## src/rtl/quad_step_decoder.sv

```systemverilog
// quad_step_decoder: decodes a 2-bit Gray step sequence (00->01->11->10->00 is
// forward) from two asynchronous pins into a signed wrapping position count,
// last-step direction, a one-cycle step pulse and a sticky illegal-jump flag.
// Optional input glitch filter: define QUAD_STEP_FILTER_EN to compile it in.
module quad_step_decoder #(
    parameter int W        = 16,
    parameter int FILT_LEN = 4
) (
    input  logic                clk,
    input  logic                reset,
    input  logic                a,
    input  logic                b,
    input  logic                clr,
    input  logic                err_clr,
    output logic signed [W-1:0] count,
    output logic                dir,
    output logic                step,
    output logic                err
);

    typedef enum logic {INIT, TRACK} state_t;

    localparam logic signed [W-1:0] ONE = W'(1);

    // Position of a code along the forward sequence, so neighbour tests become
    // a modulo-4 difference.
    function automatic logic [1:0] gray_pos(input logic [1:0] code);
        case (code)
            2'b00:   return 2'd0;
            2'b01:   return 2'd1;
            2'b11:   return 2'd2;
            default: return 2'd3;
        endcase
    endfunction

    // Count update with two's complement wrap; no saturation by design.
    function automatic logic signed [W-1:0] step_count(input logic signed [W-1:0] x,
                                                       input logic up);
        return up ? (x + ONE) : (x - ONE);
    endfunction

    logic [1:0] s1, s2;
    logic       vld_p1, vld_p2;
    logic [1:0] cur;
    logic       cur_vld;
    logic [1:0] prev;
    state_t     state;

    // Two-flop synchronizer; the valid bits mark when s2 holds a real pin sample
    // rather than its reset value.
    always_ff @(posedge clk or negedge reset) begin
        if (!reset) begin
            s1     <= 2'b00;
            s2     <= 2'b00;
            vld_p1 <= 1'b0;
            vld_p2 <= 1'b0;
        end else begin
            s1     <= {a, b};
            s2     <= s1;
            vld_p1 <= 1'b1;
            vld_p2 <= vld_p1;
        end
    end

`ifdef QUAD_STEP_FILTER_EN
    localparam logic [3:0] RUN_MAX = 4'(FILT_LEN - 1);

    logic [1:0] cand;
    logic [3:0] run;
    logic [1:0] acc;
    logic       acc_vld;
    logic       accept;

    // The FILT_LEN-th identical sample is accepted on the same edge it is seen,
    // so the filter adds exactly FILT_LEN-1 edges of latency.
    assign accept  = vld_p2 && (s2 == cand) && (run >= RUN_MAX);
    assign cur     = accept ? s2 : acc;
    assign cur_vld = accept | acc_vld;

    // Run-length filter: a code must repeat FILT_LEN times before it is accepted.
    always_ff @(posedge clk or negedge reset) begin
        if (!reset) begin
            cand    <= 2'b00;
            run     <= 4'd0;
            acc     <= 2'b00;
            acc_vld <= 1'b0;
        end else if (vld_p2) begin
            if (s2 != cand) begin
                cand <= s2;
                run  <= 4'd1;
            end else if (run < RUN_MAX) begin
                run <= run + 4'd1;
            end
            if (accept) begin
                acc     <= s2;
                acc_vld <= 1'b1;
            end
        end
    end
`else
    logic [3:0] unused_filt_len;
    assign unused_filt_len = 4'(FILT_LEN);
    assign cur             = s2;
    assign cur_vld         = vld_p2;
`endif

    logic [1:0] delta;
    logic       fwd, rev, bad;

    assign delta = gray_pos(cur) - gray_pos(prev);
    assign fwd   = (delta == 2'd1);
    assign rev   = (delta == 2'd3);
    assign bad   = (delta == 2'd2);

    // Tracking FSM with registered outputs; clr overrides the count update and an
    // illegal jump overrides err_clr.
    always_ff @(posedge clk or negedge reset) begin
        if (!reset) begin
            state <= INIT;
            prev  <= 2'b00;
            count <= '0;
            dir   <= 1'b0;
            step  <= 1'b0;
            err   <= 1'b0;
        end else begin
            step <= 1'b0;
            if (err_clr) err <= 1'b0;
            case (state)
                INIT: begin
                    if (cur_vld) begin
                        prev  <= cur;
                        state <= TRACK;
                    end
                end
                TRACK: begin
                    prev <= cur;
                    if (fwd) begin
                        count <= step_count(count, 1'b1);
                        dir   <= 1'b1;
                        step  <= 1'b1;
                    end else if (rev) begin
                        count <= step_count(count, 1'b0);
                        dir   <= 1'b0;
                        step  <= 1'b1;
                    end else if (bad) begin
                        err <= 1'b1;
                    end
                end
                default: state <= INIT;
            endcase
            if (clr) count <= '0;
        end
    end

endmodule

```

## config.mk

```make
export PLATFORM = sky130hd
export DESIGN_NAME = quad_step_decoder
export DESIGN_NICKNAME = d
export VERILOG_FILES = /design/src/rtl/quad_step_decoder.sv
export SDC_FILE = /design/constraint.sdc
export NUM_CORES = 1
export LEC_CHECK = 0
export CAP_MARGIN = 20
export CORE_MARGIN = 2
export CORE_UTILIZATION = 59
export DETAILED_ROUTE_END_ITERATION = 16
export GPL_TIMING_DRIVEN = 0
export PLACE_DENSITY = 0.85
export REMOVE_ABC_BUFFERS = 1
export SYNTH_ARGS = -nofsm -noshare
export SYNTH_HDL_FRONTEND = slang
export SYNTH_SLANG_ARGS = --single-unit
export TNS_END_PERCENT = 10
```

## constraint.sdc

```tcl
create_clock -name clk -period 9.05 [get_ports clk]
set_input_delay 0.905 -clock clk [delete_from_list [all_inputs] [get_ports clk]]
set_output_delay 0.905 -clock clk [all_outputs]
set_load 0.05 [all_outputs]
```

Word-level counts from Yosys, hierarchy flattened
Index checks and enable logic that the tools add are counted.

Word-level logic and storage cells: 49. Output and inout port bits: 19. Input port bits: 6. Register bits: 28.

Reduce and logical (&&, ||, !) cells: 7. Eq/ne operators: 8. Bitwise logic cells: 1. Multiplexer cells: 20. $add $sub $neg: 3.

Operators by type and width (number): 16-bit two-way mux (4); 16-bit by 2-bit adder with 16-bit output (second input constant) (1); 16-bit by 2-bit subtractor with 16-bit output (second input constant) (1); 1-bit two-way mux (12); 2-bit case mux with 3 select lines (2); 2-bit equality test (second input constant) (4); 2-bit by 1-bit equality test with 1-bit output (second input constant) (3); 2-bit zero test (2); 2-bit case mux with 2 select lines (1); 2-bit AND reduction (2); 2-bit nonzero test (2); 3-bit nonzero test (1); 2-bit two-way mux (1); 2-bit != test (second input constant) (1); 2-bit subtractor (1); 1-bit inverter (1).

Longest topological paths before layout
Gate-level depths: netlist of the first run.

Depth after elaboration: 8. Depth in mapped cells: 14. Gate-level depth less buffers: 13.

Worst setup path before layout of the first run
No wires, ideal clock.

Path kind: register to register. Start point: reg s2[0] (netlist: cur[0]). End point: reg count[15]. Required time: 8.922 ns. Stages on the path, launching flop included: 13. Path slack: 5.701 ns. Library setup time: 0.128 ns. Buffers on the path: 0. Clock period less this slack: 3.349 ns. Data arrival time: 3.221 ns. Path through: dfrtp_1 inv_1 ha_1 ha_1 xnor3_1 nand2b_1 ha_1 o211ai_1 o21ai_2 o2111ai_4 a21oi_2 mux2i_1 mux2_1.

Cells in the longest elaborated chain, start to end: 7. Elaborated cells on any way between the ends: 12. Those cells by class: 1 x add/sub; 4 x eq/ne; 4 x mux; 3 x reduce/logical.

RTL lines: start, declared (line 42) `logic [1:0] s1, s2;`; start signal, assigned (line 54) `s2 <= 2'b00;`; start signal, assigned (line 59) `s2 <= s1;`; 2-bit equality test (tied with other cells) (line 28) `case (code)`; 2-bit case mux with 3 select lines * (line 28); 2-bit subtractor * (line 110) `assign delta = gray_pos(cur) - gray_pos(prev);`; 2-bit by 1-bit equality test with 1-bit output (line 111) `assign fwd = (delta == 2'd1);`; 16-bit two-way mux (line 137) `if (fwd) begin`; 16-bit two-way mux (line 128) `case (state)`; 16-bit two-way mux (line 151) `if (clr) count <= '0;`; end signal, assigned (line 138) `count <= step_count(count, 1'b1);`; end signal, assigned (line 142) `count <= step_count(count, 1'b0);`; end, declared (line 15) `output logic signed [W-1:0] count,`.

Every way passes the cells marked *; elsewhere a longest branch is shown, timed or not. The select of a mux whose other input is x is not followed. A chain may end at the register's enable or synchronous reset.

Final worst setup path of the first run
Start point: reg prev[0]. End point: reg count[14].

Cells in the longest elaborated chain, start to end: 7. Elaborated cells on any way between the ends: 12. Those cells by class: 1 x add/sub; 4 x eq/ne; 4 x mux; 3 x reduce/logical.

RTL lines: start, declared (line 46) `logic [1:0] prev;`; start signal, assigned (line 131) `prev <= cur;`; start signal, assigned (line 136) `prev <= cur;`; 2-bit equality test (tied with other cells) (line 28); 2-bit case mux with 3 select lines * (line 28); 2-bit subtractor * (line 110); 2-bit by 1-bit equality test with 1-bit output (line 111); 16-bit two-way mux (line 137); 16-bit two-way mux (line 128); 16-bit two-way mux (line 151).

Marked as above.

==> reports/results.tsv, run 1 <==
stage	metric	value	unit
finish	ratio of cells with drive above 1 in the final layout	0.0628	
worst_setup_path	Worst Setup Path Type	reg2reg	
finish	diode count	0	
worst_setup_path	CP Max Fanout	19	
sta	setup TNS	0	ns
clock_network	post-CTS setup buffers	0	
clock_network	clk sinks	28	
sta	Tcrit/Tclk final	0.428	
clock_network	H-tree levels	1	
logic_synthesis	Post-Syn Area	1860	µm²
finish	FILL cells	226	
grt	initial antenna violation count	0	
grt	largest net degree at the start of global routing	22	
logic_synthesis	post-synth cell types	39	
drt	Post-Route WL	4.06	mm
min_path	hold path depth	0	
worst_setup_path	Worst R2R Start	prev[0]	
drt	Detailed Route Iter0 Violations	96	
logic_synthesis	Yosys reg bits	28	
worst_setup_path	Worst Path Required	9.30	ns
grt	Total Routing Usage GR	0.242	
drt	routed via count	1573	
drt	Avg WL per Cell	15.2	µm
worst_setup_path	FF-to-FF End	count[14]	
floorplan	Die Span X	60.2	µm
run_status	run status	completed	
clock_network	worst skew pair latency	0.34	ns
finish	area occupied by registers	701	µm²
sta	Tmin final	3.88	ns
worst_setup_path	critical-path cell list	inv_1, ha_1, inv_1, ha_1, xnor3_1, nand2b_1, ha_1, nand3_1, a211oi_1, o31ai_2, nor3_1, mux2i_1, nand2_1	
floorplan	die area	3620	µm²
logic_synthesis	average cell area after synthesis	9.26	µm²
logic_synthesis	Mapped Cells	201	
drt	DRT antenna net count	0	
sta	Worst Max-Slew Pin Slew	0.826	ns
clock_network	Longest Clk Path Bufs	2	
grt	total grt overflow	0	
grt	vias in the first global route	1574	
worst_setup_path	CP arrival	4.13	ns
min_path	hold endpoint	cur_vld	
clock_network	Root Driver	clkbuf_4	
floorplan	Starting Density	0.615	
worst_setup_path	CP max-delay cell	ha_1	
clock_network	CTS tree	built	
logic_synthesis	sequential share of the synthesized area	0.376	
min_path	Hold Startpoint	vld_p1	
job	number of max-cap violations	0	
clock_network	hold buffers post-CTS	0	
logic_synthesis	top_reg_cell synth	dfrtp_1	
sta	relative slew slack	0.449	
clock_network	clk slew on worst S/H paths	0.15	ns
floorplan	row count	20	
worst_setup_path	startpoint types	flop	
clock_network	CTS buffer count	3	
drt	drt drc	0	
sta	clk_skew	0.00460	ns
worst_setup_path	max incr delay on CP	0.59	ns
place	GPL Wtd Cong	0.864	
logic_synthesis	Synth async-reset ratio	1.00	
drt	drt pass-1 iters	4	
finish	Syn-to-layout area delta	18.7	%
worst_setup_path	endpoint type of the worst setup path	flop	
floorplan	core area	3030	µm²
worst_setup_path	r2r setup slk	5.17	ns
grt	first-pass GRT wire length	6.75	mm
place	post-detail-place hpwl	3.00	mm
sta	RSZ-0062 raised after global routing	no	
floorplan	Ports	25	
sta	Final Hold Viols	0	
place	IO buf count	24	
worst_setup_path	Worst Reg-to-Reg Cells	13	
sta	Setup Viol. Count Final	0	
finish	Final #Nets	253	
worst_setup_path	Crit path top cell by count	ha_1	
finish	multi-input logic area	1100	µm²
logic_synthesis	synth warn	0	
sta	maximum clock frequency	258	MHz
clock_network	post-cts resize count	0	
drt	Vias per Instance	5.89	
logic_synthesis	number of flops mapped to enable cells by yosys	0	
min_path	Worst Hold Class	reg2reg	
floorplan	Chip Height	60.2	µm
sta	Final Max Slew Viols	0	
placed cells by master, fill, tap and decap left out, types with 3 or more instances in the layout:
| master | instances |
|---|---|
| dfrtp_1 | 28 |
| a21oi_1 | 17 |
| a211oi_1 | 5 |
| nand3_1 | 8 |
| nand2_1 | 32 |
| nor3_1 | 5 |
| a21o_1 | 3 |
| xor2_1 | 4 |
| xnor2_1 | 5 |
| clkdlybuf4s50_1 | 24 |
| nand2b_1 | 3 |
| clkbuf_4 | 3 |
| nor2_1 | 12 |
| inv_1 | 10 |
| o21ai_0 | 7 |
| ha_1 | 22 |
| a31oi_1 | 4 |
worst max-delay path: cells and delay by family (launching register included):
kind / cells / cell delay, ns
AND/OR/NAND/NOR: 4 / 0.95
adder cells (fa/ha/maj): 3 / 1.01
flip-flops: 1 / 0.40
buffers and inverters: 2 / 0.09
multiplexers: 1 / 0.21
AO/OA/AOI/OAI: 2 / 0.71
XOR/XNOR: 1 / 0.41
layout make-up:
class / count / share of cell area
multi-input combinational: 156 / 0.496
sequential: 28 / 0.317
timing repair buffer: 25 / 0.121
tap: 44 / 0.0249
inverter: 10 / 0.0170
clock inverter: 1 / 0.0136
clock buffer: 3 / 0.0102
state kept, by name, summed over array words and instances, names as in the netlist:
name     flops
cur_vld      1
err          1
dir          1
s1           2
cur          2
count       16
state        1
prev         2
step         1
vld_p1       1
per-layer routing:
metal,GRT usage,up-vias,routed length [µm]
met2,0.429,39,2090
li1,-,755,-
met3,0.0303,6,147
met4,0.0921,0,41
met1,0.297,773,1780
met5,0,-,0
Yosys cell counts, drive strengths merged (5+ instances only):
library cell  count  area share
inv              10       0.020
o21ai             8       0.024
ha               22        0.15
xnor2             5       0.024
clkbuf            6       0.012
a21oi            19       0.055
nor3              5       0.013
nand3             8       0.022
dfrtp            28        0.38
nand2            32       0.065
nor2             12       0.024
a211oi            6       0.027
per-stage QoR:
step                      utilization  cells  area [µm²]  setup slack (ns)  hold slack [ns]
after detailed placement        0.712    263        2160              5.25            0.337
after CTS                       0.730    267        2210              5.18            0.371
after global placement          0.703    262        2130              5.36            0.335
after global routing            0.730    267        2210              4.99            0.379
after floorplan                     -    194        1830              5.70            0.331
final                           0.730    267        2210              5.17            0.369
worst max path at each step:
stage                        from         to  depth (start not counted)
after global placement    prev[0]  count[15]                         13
after CTS                 prev[0]  count[14]                         13
final                     prev[0]  count[14]                         13
after detailed placement  prev[0]  count[15]                         13
after global routing      prev[0]  count[15]                         13
after floorplan            cur[0]  count[15]                         12
logic make-up after synthesis:
logic type               after synthesis  synth area share
other                                  1           0.00201
flip-flops                            28             0.376
AO/OA/AOI/OAI                         51             0.190
adder cells (fa/ha/maj)               23             0.159
multiplexers                           4            0.0228
buffers and inverters                 17            0.0349
XOR/XNOR                              10            0.0544
AND/OR/NAND/NOR                       67             0.161
Power of run 1 is not shown: default switching activity piles up to over one toggle a cycle in this logic, so the estimate is an artifact.
==> run 2: changes to the inputs <==
Settings changed: CORE_UTILIZATION 59 to 49, PLACE_DENSITY 0.85 to 0.75.
Clock period 9.05 ns to 3.3 ns, I/O delays scaled along.
==> run 2 against run 1 <==
Clock skew shrank 0.0012 ns. Via count hardly changed. Die area is 19% higher. Worst hold slack lost 0.010 ns. Largest cell class unchanged.
==> reports/results.tsv, run 2 (synthesis results as in run 1) <==
stage	metric	value	unit
worst_setup_path	endpoint type of the worst setup path	flop	
clock_network	Longest Clk Path Bufs	2	
drt	Detailed Route Iter0 Violations	94	
sta	Final Hold Viols	0	
floorplan	Ports	25	
worst_setup_path	Crit path top cell by count	ha_1	
worst_setup_path	Worst Path Required	3.47	ns
grt	first-pass GRT wire length	7.03	mm
floorplan	Die Span X	65.6	µm
worst_setup_path	Worst Setup SP	prev[0]	
sta	relative slew slack	0.545	
sta	Tcrit/Tclk final	0.945	
place	post-detail-place hpwl	2.61	mm
min_path	Worst Hold Class	reg2reg	
sta	Setup Viol. Count Final	0	
drt	DRT antenna net count	0	
sta	final hold slack	0.359	ns
sta	Final Max Slew Viols	0	
sta	setup ws final	0.181	ns
drt	Avg WL per Cell	14.7	µm
floorplan	row count	22	
finish	ratio of cells with drive above 1 in the final layout	0.132	
sta	clk_skew	0.00344	ns
finish	most common cell after layout, fill and taps aside	nand2_1	
drt	drt drc	0	
finish	Largest Register	count	
sta	Worst Max-Slew Pin Slew	0.681	ns
sta	maximum clock frequency	321	MHz
finish	FILL cells	307	
sta	setup TNS	0	ns
clock_network	worst skew pair latency	0.27	ns
grt	total grt overflow	0	
finish	max reg flops	16	
grt	initial antenna violation count	0	
finish	Final #Nets	257	
clock_network	H-tree levels	1	
sta	RSZ-0062 raised after global routing	yes	
finish	Syn-to-layout area delta	25.6	%
clock_network	CTS tree	built	
grt	vias in the first global route	1523	
sta	Tmin final	3.12	ns
drt	routed via count	1574	
finish	area occupied by registers	701	µm²
place	dpl ws	-0.488	ns
floorplan	Chip Height	65.6	µm
drt	Post-Route WL	4.04	mm
place	GPL Wtd Cong	0.836	
worst_setup_path	Worst Setup Path Type	reg2reg	
finish	multi-input logic area	1170	µm²
worst_setup_path	worst setup path end	count[15]	
floorplan	Starting Density	0.509	
grt	largest net degree at the start of global routing	22	
grt	Total Routing Usage GR	0.208	
worst_setup_path	r2r setup slk	0.18	ns
worst_setup_path	startpoint types	flop	
worst_setup_path	CP max-delay cell	dfrtp_1	
clock_network	CTS buffer count	3	
worst_setup_path	FF-to-FF End	count[15]	
clock_network	clk sinks	28	
finish	Finished Layout Cells	275	
finish	most frequent cells in the layout	nand2_1, dfrtp_1, clkdlybuf4s50_1	
place	dpl cells	267	
worst_setup_path	max incr delay on CP	0.40	ns
job	number of max-cap violations	0	
finish	diode count	0	
drt	Vias per Instance	5.72	
clock_network	hold buffers post-CTS	0	
worst_setup_path	CP arrival	3.29	ns
clock_network	clk slew on worst S/H paths	0.10	ns
worst_setup_path	Worst Reg-to-Reg Cells	13	
worst_setup_path	CP Max Fanout	8	
clock_network	Root Driver	clkbuf_8	
worst_setup_path	critical-path cell list	inv_1, ha_1, inv_1, ha_1, xnor3_2, nand2b_2, buf_4, ha_1, and3_1, a211oi_2, a21oi_2, mux2i_1, mux2_1	
place	IO buf count	24	
floorplan	die area	4310	µm²
run_status	run status	completed	
worst_setup_path	Worst R2R Start	prev[0]	
drt	drt pass-1 iters	4	
floorplan	core area	3660	µm²
-- run 2: cell types whose count changed in the layout (fill, tap and decap cells not counted), sizes merged --
cell | previous run | this run
buf | 1 | 4
clkinvlp | 0 | 1
inv | 10 | 9
nand2b | 3 | 4
-- run 2: cell type report --
cell class                 instances  area share
clock buffer                       3      0.0177
tap                               48      0.0257
timing repair buffer              28       0.124
multi-input combinational        157       0.502
clock inverter                     1      0.0128
sequential                        28       0.300
inverter                          10      0.0177
-- run 2: routing by layer --
| metal | routed length, µm | vias up | track usage | part of all wire |
|---|---|---|---|---|
| li1 | - | 767 | - | - |
| met4 | 48 | 0 | 0.0599 | 0.012 |
| met2 | 1900 | 43 | 0.330 | 0.47 |
| met5 | 0 | - | 0 | 0 |
| met3 | 198 | 4 | 0.0205 | 0.049 |
| met1 | 1890 | 760 | 0.303 | 0.47 |
-- run 2: critical path, delay by kind of cell (launching register included) --
| family | cells | cell delay, ns |
|---|---|---|
| multiplexers | 2 | 0.51 |
| XOR/XNOR | 1 | 0.30 |
| AO/OA/AOI/OAI | 2 | 0.33 |
| adder cells (fa/ha/maj) | 3 | 0.80 |
| AND/OR/NAND/NOR | 2 | 0.38 |
| flip-flops | 1 | 0.40 |
| buffers and inverters | 3 | 0.29 |
-- run 2: worst min path at each step --
stage,cells past startpoint,startpoint,endpoint
3_5_place_dp,0,s1[0],cur[0]
3_3_place_gp,0,s1[0],cur[0]
2_1_floorplan,0,reset,count[0]
6_report,0,s1[0],cur[0]
5_1_grt,0,vld_p1,cur_vld
4_1_cts,0,vld_p1,cur_vld
-- run 2: what timing repair did --
action / CTS / global route
endpoints found under the setup margin: 10 / 7
gates cloned: 1 / 0
gates resized for setup: 8 / 7
endpoints found under the hold margin: 0 / 0
pin swaps: 1 / 2
setup buffers: 2 / 1
-- run 2: through the flow --
stage          area (µm²)  utilization
4_1_cts              2300        0.629
3_3_place_gp         2130        0.583
3_5_place_dp         2160        0.591
2_1_floorplan        1830            -
6_report             2340        0.639
5_1_grt              2340        0.639
Power of run 2 is left out for the same reason.
==> run 3: changes to the inputs <==
Settings changed: SLEW_MARGIN set to 20.
==> run 3 against run 2 <==
Wire length shrank 3.8%. Critical path depth is 1 lower. Count of clock-buffer cells in the layout is the same. Sequential share of layout area up 0.44 points. Core utilization decreased by 0.92 points. Flip-flop and latch count is the same. Cell count shrank 0.36%.
==> reports/results.tsv, run 3 (synthesis results as in run 1) <==
stage	metric	value	unit
worst_setup_path	Crit path top cell by count	ha_1	
worst_setup_path	r2r setup slk	0.25	ns
sta	relative slew slack	0.520	
drt	Avg WL per Cell	14.2	µm
grt	Total Routing Usage GR	0.196	
drt	drt drc	0	
clock_network	CTS buffer count	3	
drt	drt pass-1 iters	4	
grt	total grt overflow	0	
floorplan	Die Span X	65.6	µm
clock_network	clk slew on worst S/H paths	0.10	ns
finish	ratio of cells with drive above 1 in the final layout	0.119	
clock_network	worst skew pair latency	0.28	ns
drt	Detailed Route Iter0 Violations	63	
worst_setup_path	CP max-delay cell	dfrtp_1	
clock_network	Longest Clk Path Bufs	2	
sta	maximum clock frequency	327	MHz
floorplan	die area	4310	µm²
finish	Largest Register	count	
sta	Tcrit/Tclk final	0.925	
worst_setup_path	endpoint type of the worst setup path	flop	
finish	Syn-to-layout area delta	23.8	%
grt	first-pass GRT wire length	6.51	mm
floorplan	Starting Density	0.509	
clock_network	CTS tree	built	
floorplan	Chip Height	65.6	µm
sta	Final Max Slew Viols	0	
place	post-detail-place hpwl	2.49	mm
finish	Final Core Density	0.630	
floorplan	core area	3660	µm²
floorplan	Ports	25	
place	IO buf count	24	
drt	DRT antenna net count	0	
worst_setup_path	Worst Setup Path Type	reg2reg	
sta	setup TNS	0	ns
finish	Finished Layout Cells	274	
place	GPL Wtd Cong	0.836	
clock_network	hold buffers post-CTS	0	
worst_setup_path	Top delay family on crit path	compound AO/OA/AOI/OAI gates	
sta	Worst Max-Slew Pin Slew	0.720	ns
sta	clk_skew	0.00734	ns
sta	RSZ-0062 raised after global routing	no	
worst_setup_path	Crit path depth	12	
floorplan	row count	22	
finish	diode count	0	
place	dpl cells	266	
worst_setup_path	CP arrival	3.23	ns
worst_setup_path	worst path buffer plus inverter count	2	
finish	max reg flops	16	
worst_setup_path	Worst Path Required	3.48	ns
worst_setup_path	critical-path cell list	inv_1, ha_1, inv_1, ha_1, xnor3_2, nand2b_4, ha_1, a21o_1, a211o_1, o31ai_4, xor2_1, a211oi_1	
min_path	Worst Hold Class	in2async	
clock_network	clk sinks	28	
sta	Tmin final	3.05	ns
worst_setup_path	max incr delay on CP	0.39	ns
run_status	run status	completed	
sta	Setup Viol. Count Final	0	
grt	initial antenna violation count	0	
worst_setup_path	Worst Reg-to-Reg Cells	12	
worst_setup_path	CP Max Fanout	9	
sta	Final Hold Viols	0	
job	number of max-cap violations	0	
finish	Final #Nets	256	
finish	most common cell after layout, fill and taps aside	nand2_1	
clock_network	Root Driver	clkbuf_8	
finish	most frequent cells in the layout	nand2_1, dfrtp_1, clkdlybuf4s50_1	
grt	largest net degree at the start of global routing	29	
drt	Post-Route WL	3.89	mm
drt	routed via count	1534	
drt	Vias per Instance	5.60	
clock_network	H-tree levels	1	
worst_setup_path	startpoint types	flop	
place	dpl ws	-0.507	ns
grt	vias in the first global route	1451	
sta	setup ws final	0.246	ns
-- run 3: worst paths after layout --
path                          from        end
max                        prev[0]  count[10]
min                          reset   count[5]
max reg2reg                prev[0]  count[10]
min reg2reg                  s1[0]     cur[0]
max in group asynchronous    reset        dir
min in group clk             s1[0]     cur[0]
-- run 3: final cells by class --
| class | instances | area, µm² |
|---|---|---|
| Timing Repair Buffer | 27 | 258 |
| Clock buffer | 3 | 41.3 |
| Multi-Input combinational cell | 157 | 1180 |
| Clock inverter | 1 | 30.0 |
| Tap cell | 48 | 60.1 |
| Inverter | 10 | 37.5 |
| Fill cell | 310 | 1360 |
| Sequential cell | 28 | 701 |
-- run 3: what timing repair did --
action / in CTS / in global routing
gates resized for setup: 9 / 5
endpoints found under the setup margin: 11 / 7
gates cloned: 0 / 1
pin swaps: 1 / 1
setup buffers: 1 / 2
-- run 3: through the flow --
stage               hold WS [ns]  instance area (µm²)
floorplan                 0.0344                 1830
global placement           0.332                 2130
detailed placement         0.336                 2130
CTS                       0.0710                 2260
global route              0.0981                 2300
finish                    0.0477                 2300
-- run 3: per-layer routing --
metal / vias to the layer above / global-route usage / part of all wire
li1: 761 / - / -
met1: 735 / 0.271 / 0.48
met2: 34 / 0.309 / 0.47
met3: 4 / 0.0274 / 0.038
met4: 0 / 0.0755 / 0.014
met5: - / 0 / 0
Power of run 3 is left out for the same reason.
